[src/rtl/dmem_arbiter.sv]
// dmem_arbiter: round-robin sequencer sharing one data-memory datapath among N_REQ requesters.
// Optional misaligned-access rejection is enabled by defining DMEM_ARB_MISALIGN_CHECK_EN.
module dmem_arbiter #(
  parameter int N_REQ = 2,
  parameter int AW    = 32,
  parameter int DW    = 32
) (
  input  logic                clk,
  input  logic                rst_n,
  input  logic [N_REQ-1:0]    req,
  input  logic [N_REQ-1:0]    req_we,
  input  logic [N_REQ*AW-1:0] req_addr,
  input  logic [N_REQ*DW-1:0] req_wdata,
  input  logic [N_REQ*3-1:0]  req_load_type,
  input  logic [N_REQ*2-1:0]  req_store_type,
  output logic [N_REQ-1:0]    gnt,
  output logic [N_REQ-1:0]    rsp_valid,
  output logic [DW-1:0]       rsp_rdata,
  output logic                rsp_err,
  output logic                mem_read,
  output logic                mem_write,
  output logic [2:0]          mem_load_type,
  output logic [1:0]          mem_store_type,
  output logic [AW-1:0]       mem_addr,
  output logic [DW-1:0]       mem_wdata,
  input  logic [DW-1:0]       mem_rdata
);
  localparam int IW = N_REQ > 1 ? $clog2(N_REQ) : 1;
  typedef enum logic [1:0] {IDLE, ISSUE, RESP} state_t;
  state_t state, state_nx;
  logic [IW-1:0] last_owner, owner, win_idx;
  logic found, l_we, mis;
  logic [AW-1:0] l_addr;
  logic [DW-1:0] l_wdata;
  logic [2:0] l_lt;
  logic [1:0] l_st;
  // search starts just after the previous owner so a busy port cannot starve the rest
  always_comb begin
    found = 1'b0;
    win_idx = '0;
    for (int k = 1; k <= N_REQ; k++) begin
      if (!found && req[(int'(last_owner) + k) % N_REQ]) begin
        found = 1'b1;
        win_idx = IW'((int'(last_owner) + k) % N_REQ);
      end
    end
  end
  always_comb begin
    state_nx = state;
    state_nx = state == IDLE ? (found ? ISSUE : IDLE) : state == ISSUE ? RESP : IDLE;
  end
  always_ff @(posedge clk) begin
    if (!rst_n) state <= IDLE;
    else state <= state_nx;
  end
  always_ff @(posedge clk) begin
    if (!rst_n) begin
      last_owner <= IW'(N_REQ - 1);
      owner      <= '0;
      l_we       <= 1'b0;
      l_addr     <= '0;
      l_wdata    <= '0;
      l_lt       <= '0;
      l_st       <= '0;
    end else if (state == IDLE && found) begin
      last_owner <= win_idx;
      owner      <= win_idx;
      l_we       <= req_we[win_idx];
      l_addr     <= req_addr[win_idx*AW +: AW];
      l_wdata    <= req_wdata[win_idx*DW +: DW];
      l_lt       <= req_load_type[win_idx*3 +: 3];
      l_st       <= req_store_type[win_idx*2 +: 2];
    end
  end
`ifdef DMEM_ARB_MISALIGN_CHECK_EN
  assign mis = l_we ? ((l_st == 2'b01 && l_addr[0]) || (l_st == 2'b10 && |l_addr[1:0]))
                    : (((l_lt == 3'b001 || l_lt == 3'b100) && l_addr[0]) || (l_lt == 3'b010 && |l_addr[1:0]));
`else
  assign mis = 1'b0;
`endif
  assign gnt            = (state == IDLE && found) ? N_REQ'(1) << win_idx : '0;
  assign mem_read       = state == ISSUE && !l_we && !mis;
  assign mem_write      = state == ISSUE && l_we && !mis;
  assign mem_addr       = l_addr;
  assign mem_wdata      = l_wdata;
  assign mem_load_type  = l_lt;
  assign mem_store_type = l_st;
  assign rsp_valid      = state == RESP ? N_REQ'(1) << owner : '0;
  assign rsp_rdata      = (state == RESP && !l_we && !mis) ? mem_rdata : '0;
  assign rsp_err        = state == RESP && mis;
endmodule

[config.mk]
export PLATFORM = sky130hd
export DESIGN_NAME = dmem_arbiter
export DESIGN_NICKNAME = d
export VERILOG_FILES = /design/src/rtl/dmem_arbiter.sv
export SDC_FILE = /design/constraint.sdc
export NUM_CORES = 1
export LEC_CHECK = 0
export BUFFER_PORTS_ARGS = -buffer_cell sky130_fd_sc_hd__buf_4
export CAP_MARGIN = 5
export CORE_MARGIN = 8
export CORE_UTILIZATION = 35
export DETAILED_ROUTE_END_ITERATION = 6
export HOLD_SLACK_MARGIN = 0.1
export PLACE_DENSITY = 0.8
export SYNTH_ARGS = -nofsm -noshare
export SYNTH_HDL_FRONTEND = slang
export SYNTH_SLANG_ARGS = --single-unit
[constraint.sdc]
create_clock -name clk -period 1.75 [get_ports clk]
set_input_delay 0.35 -clock clk [delete_from_list [all_inputs] [get_ports clk]]
set_output_delay 0.35 -clock clk [all_outputs]
set_load 0.005 [all_outputs]
==> results.toml <==
[cells_and_area]
layout_common_cells = "buf_4, dfxtp_1, nand3_1, o21ai_0"
drive_gt1_frac = 0.499
final_core_util = 0.626
syn_to_final_growth_pct = 74.6
final_common_cell = "buf_4"
fin_nets = 902
n_antenna_cell = 0
postLayoutCellArea_um2 = 6400

[routing]
first_pass_iters = 4
drc = 0
routed_wl_um = 17600
vias_per_cell = 5.87
route.vias.total = 5087
postRouteAntennaNets = 0
drtIter0Drc = 733
wl_per_cell_um = 20.3

[logic_synthesis]
async_flop_share = 0
seq_area_frac_synth = 0.404
avgSynthCellArea_um2 = 7.74
syn_nets = 650
yosysWarnings = 0
synth_top_area_frac = 0.404
synth_largest_area_cell = "dfxtp_1"
synth_edf_count = 0
synth_area_leaders = "dfxtp_1, a31oi_1, nand4_1"
ys_types = 25
postSynthCellCount = 474
synth_flop_cell = "dfxtp_1"
syn_area_um2 = 3670
yosys_register_bits = 74

[status]
violations = "negative setup slack"
status = "finished, violations left"

[setup_path]
worstPathRequired_ps = 1400
cp_max_fo = 8
cp-end-kind = "output pin"
startpoint_type = "flop"
worst_path_most_repeated_cell = "buf_6"
cp_cell_sequence = "nand2b_4 -> nor2_4 -> buf_6 -> and2_4 -> buf_6"
critPathKind = "reg -> out"
crit_slowest_cell = "dfxtp_2"
slowest_delay_ps = 330
crit_arrival_ps = 1420

[timing]
timing.setup.tns_ps = -20.5
rsz0062_at_grt = "yes"
setup_viol = 4
clock.fmax_ghz = 0.566
hold_viol_final = 0
finClkSkew_ps = 14.5
slew_viol_final = 0
period_needed_ps = 1770
fin_crit_sh = 1.01
setup_ws_ps = -15.4

[floorplanning]
die_area_um2 = 14000
die_h_um = 118
core_area_um2 = 10200
initial_core_util = 0.358
io_pins = 284
die_x_um = 118
rows = 37

[placed_design]
gp_congestion = 0.869
post-place-ws_ps = 258
placed_cell_area_um2 = 5900
io_buffers = 282
dp.final_hpwl_um = 12200

[cts]
cts_tree = "done"
cts_sinks = 74
clockBufferDepth = 2
htreeDepth = 3
clk_latency_ps = 350
path_clk_slew_ps = 80
cts_buffers = 9
clock_tree.root_cell = "clkbuf_8"

[hold_path]
hold_path_class = "in -> reg"

[global_route]
antenna_found_initial = 0
grt-ovfl-total = 0
grt_usage = 0.229
grt_pass1_wl_um = 26600
grt_max_degree = 73
first_global_vias = 5074

[power_and_ir_drop]
ir_worst_vdd_mv = 0.393
powerDensity_nw_per_um2 = 750
power_leakage_nw = 2.79
power.total_mw = 4.80

[job]
cap_violations = 0
critical path, delay by kind of cell, from the launching register on:
family | cells | cell delay (ps)
buffers and inverters | 2 | 260
DFF | 1 | 330
and+or+nand+nor | 3 | 480
state kept, by name, indices dropped and copies added (netlist names):
name,count
l_we,1
last_owner,1
mem_addr,32
mem_load_type,3
mem_store_type,2
mem_wdata,32
owner,1
state,2
cells by family (layout without fill, tap and decap cells):
family	Yosys count	after routing	share of synthesized area
AOI/OAI and AO/OA	143	143	0.219
other	1	1	0.00102
and+or+nand+nor	189	189	0.298
buffers and inverters	67	324	0.0781
DFF	74	74	0.404
cell type report:
cell class                 count  area, um2
fill                         845       3830
multi-input combinational    333       2020
sequential                    74       1480
clock inverter                 7       93.8
tap                          136        170
inverter                       3       11.3
clock buffer                   9        124
timing repair buffer         305       2500
synthesized netlist by cell type (2+ instances only):
cell type	number
dfxtp_1	74
nand3_1	72
o21ai_0	71
a31oi_1	70
nand4_1	70
clkbuf_1	38
and2_1	32
buf_2	19
clkbuf_2	6
nor2_1	3
inv_1	2
nand2b_1	2
nor2_2	2
nor3b_1	2
where the power goes:
part / leakage, nW / switching (mW) / total [mW] / internal (mW)
clock network: 0.105 / 0.657 / 1.46 / 0.800
logic: 2.07 / 0.678 / 1.42 / 0.738
registers: 0.610 / 0.0870 / 1.93 / 1.84
path summary, 6_finish.rpt:
check                           depth (start not counted)  slack, ps     start           end
worst max-delay path                                    5        -20  state[0]  rsp_rdata[2]
worst min-delay path                                    2        210     rst_n    last_owner
worst max register to register                          5        210  state[0]  mem_addr[22]
worst min register to register                          1        480  state[1]      state[1]
metrics by stage:
stage                     hold slack, ps  instances
after floorplan                      422        474
after global placement               452        845
after detailed placement             479        845
after CTS                            192        865
after global routing                 198        867
final                                213        867
repair_timing:
item / in CTS / in global routing
hold buffers: 0 / 0
gates resized for setup: 40 / 37
pin swaps: 15 / 21
gates cloned: 3 / 0
buffers inserted: 1 / 2
endpoints found under the setup margin: 32 / 33
metal layers:
layer	vias to the layer above	GRT usage	wire, um
met4	0	0.101	626
met2	349	0.381	8520
met5	-	0	0
li1	2302	-	-
met1	2388	0.259	6720
met3	48	0.0809	1720
No activity file was read; power rests on OpenSTA's default activity.
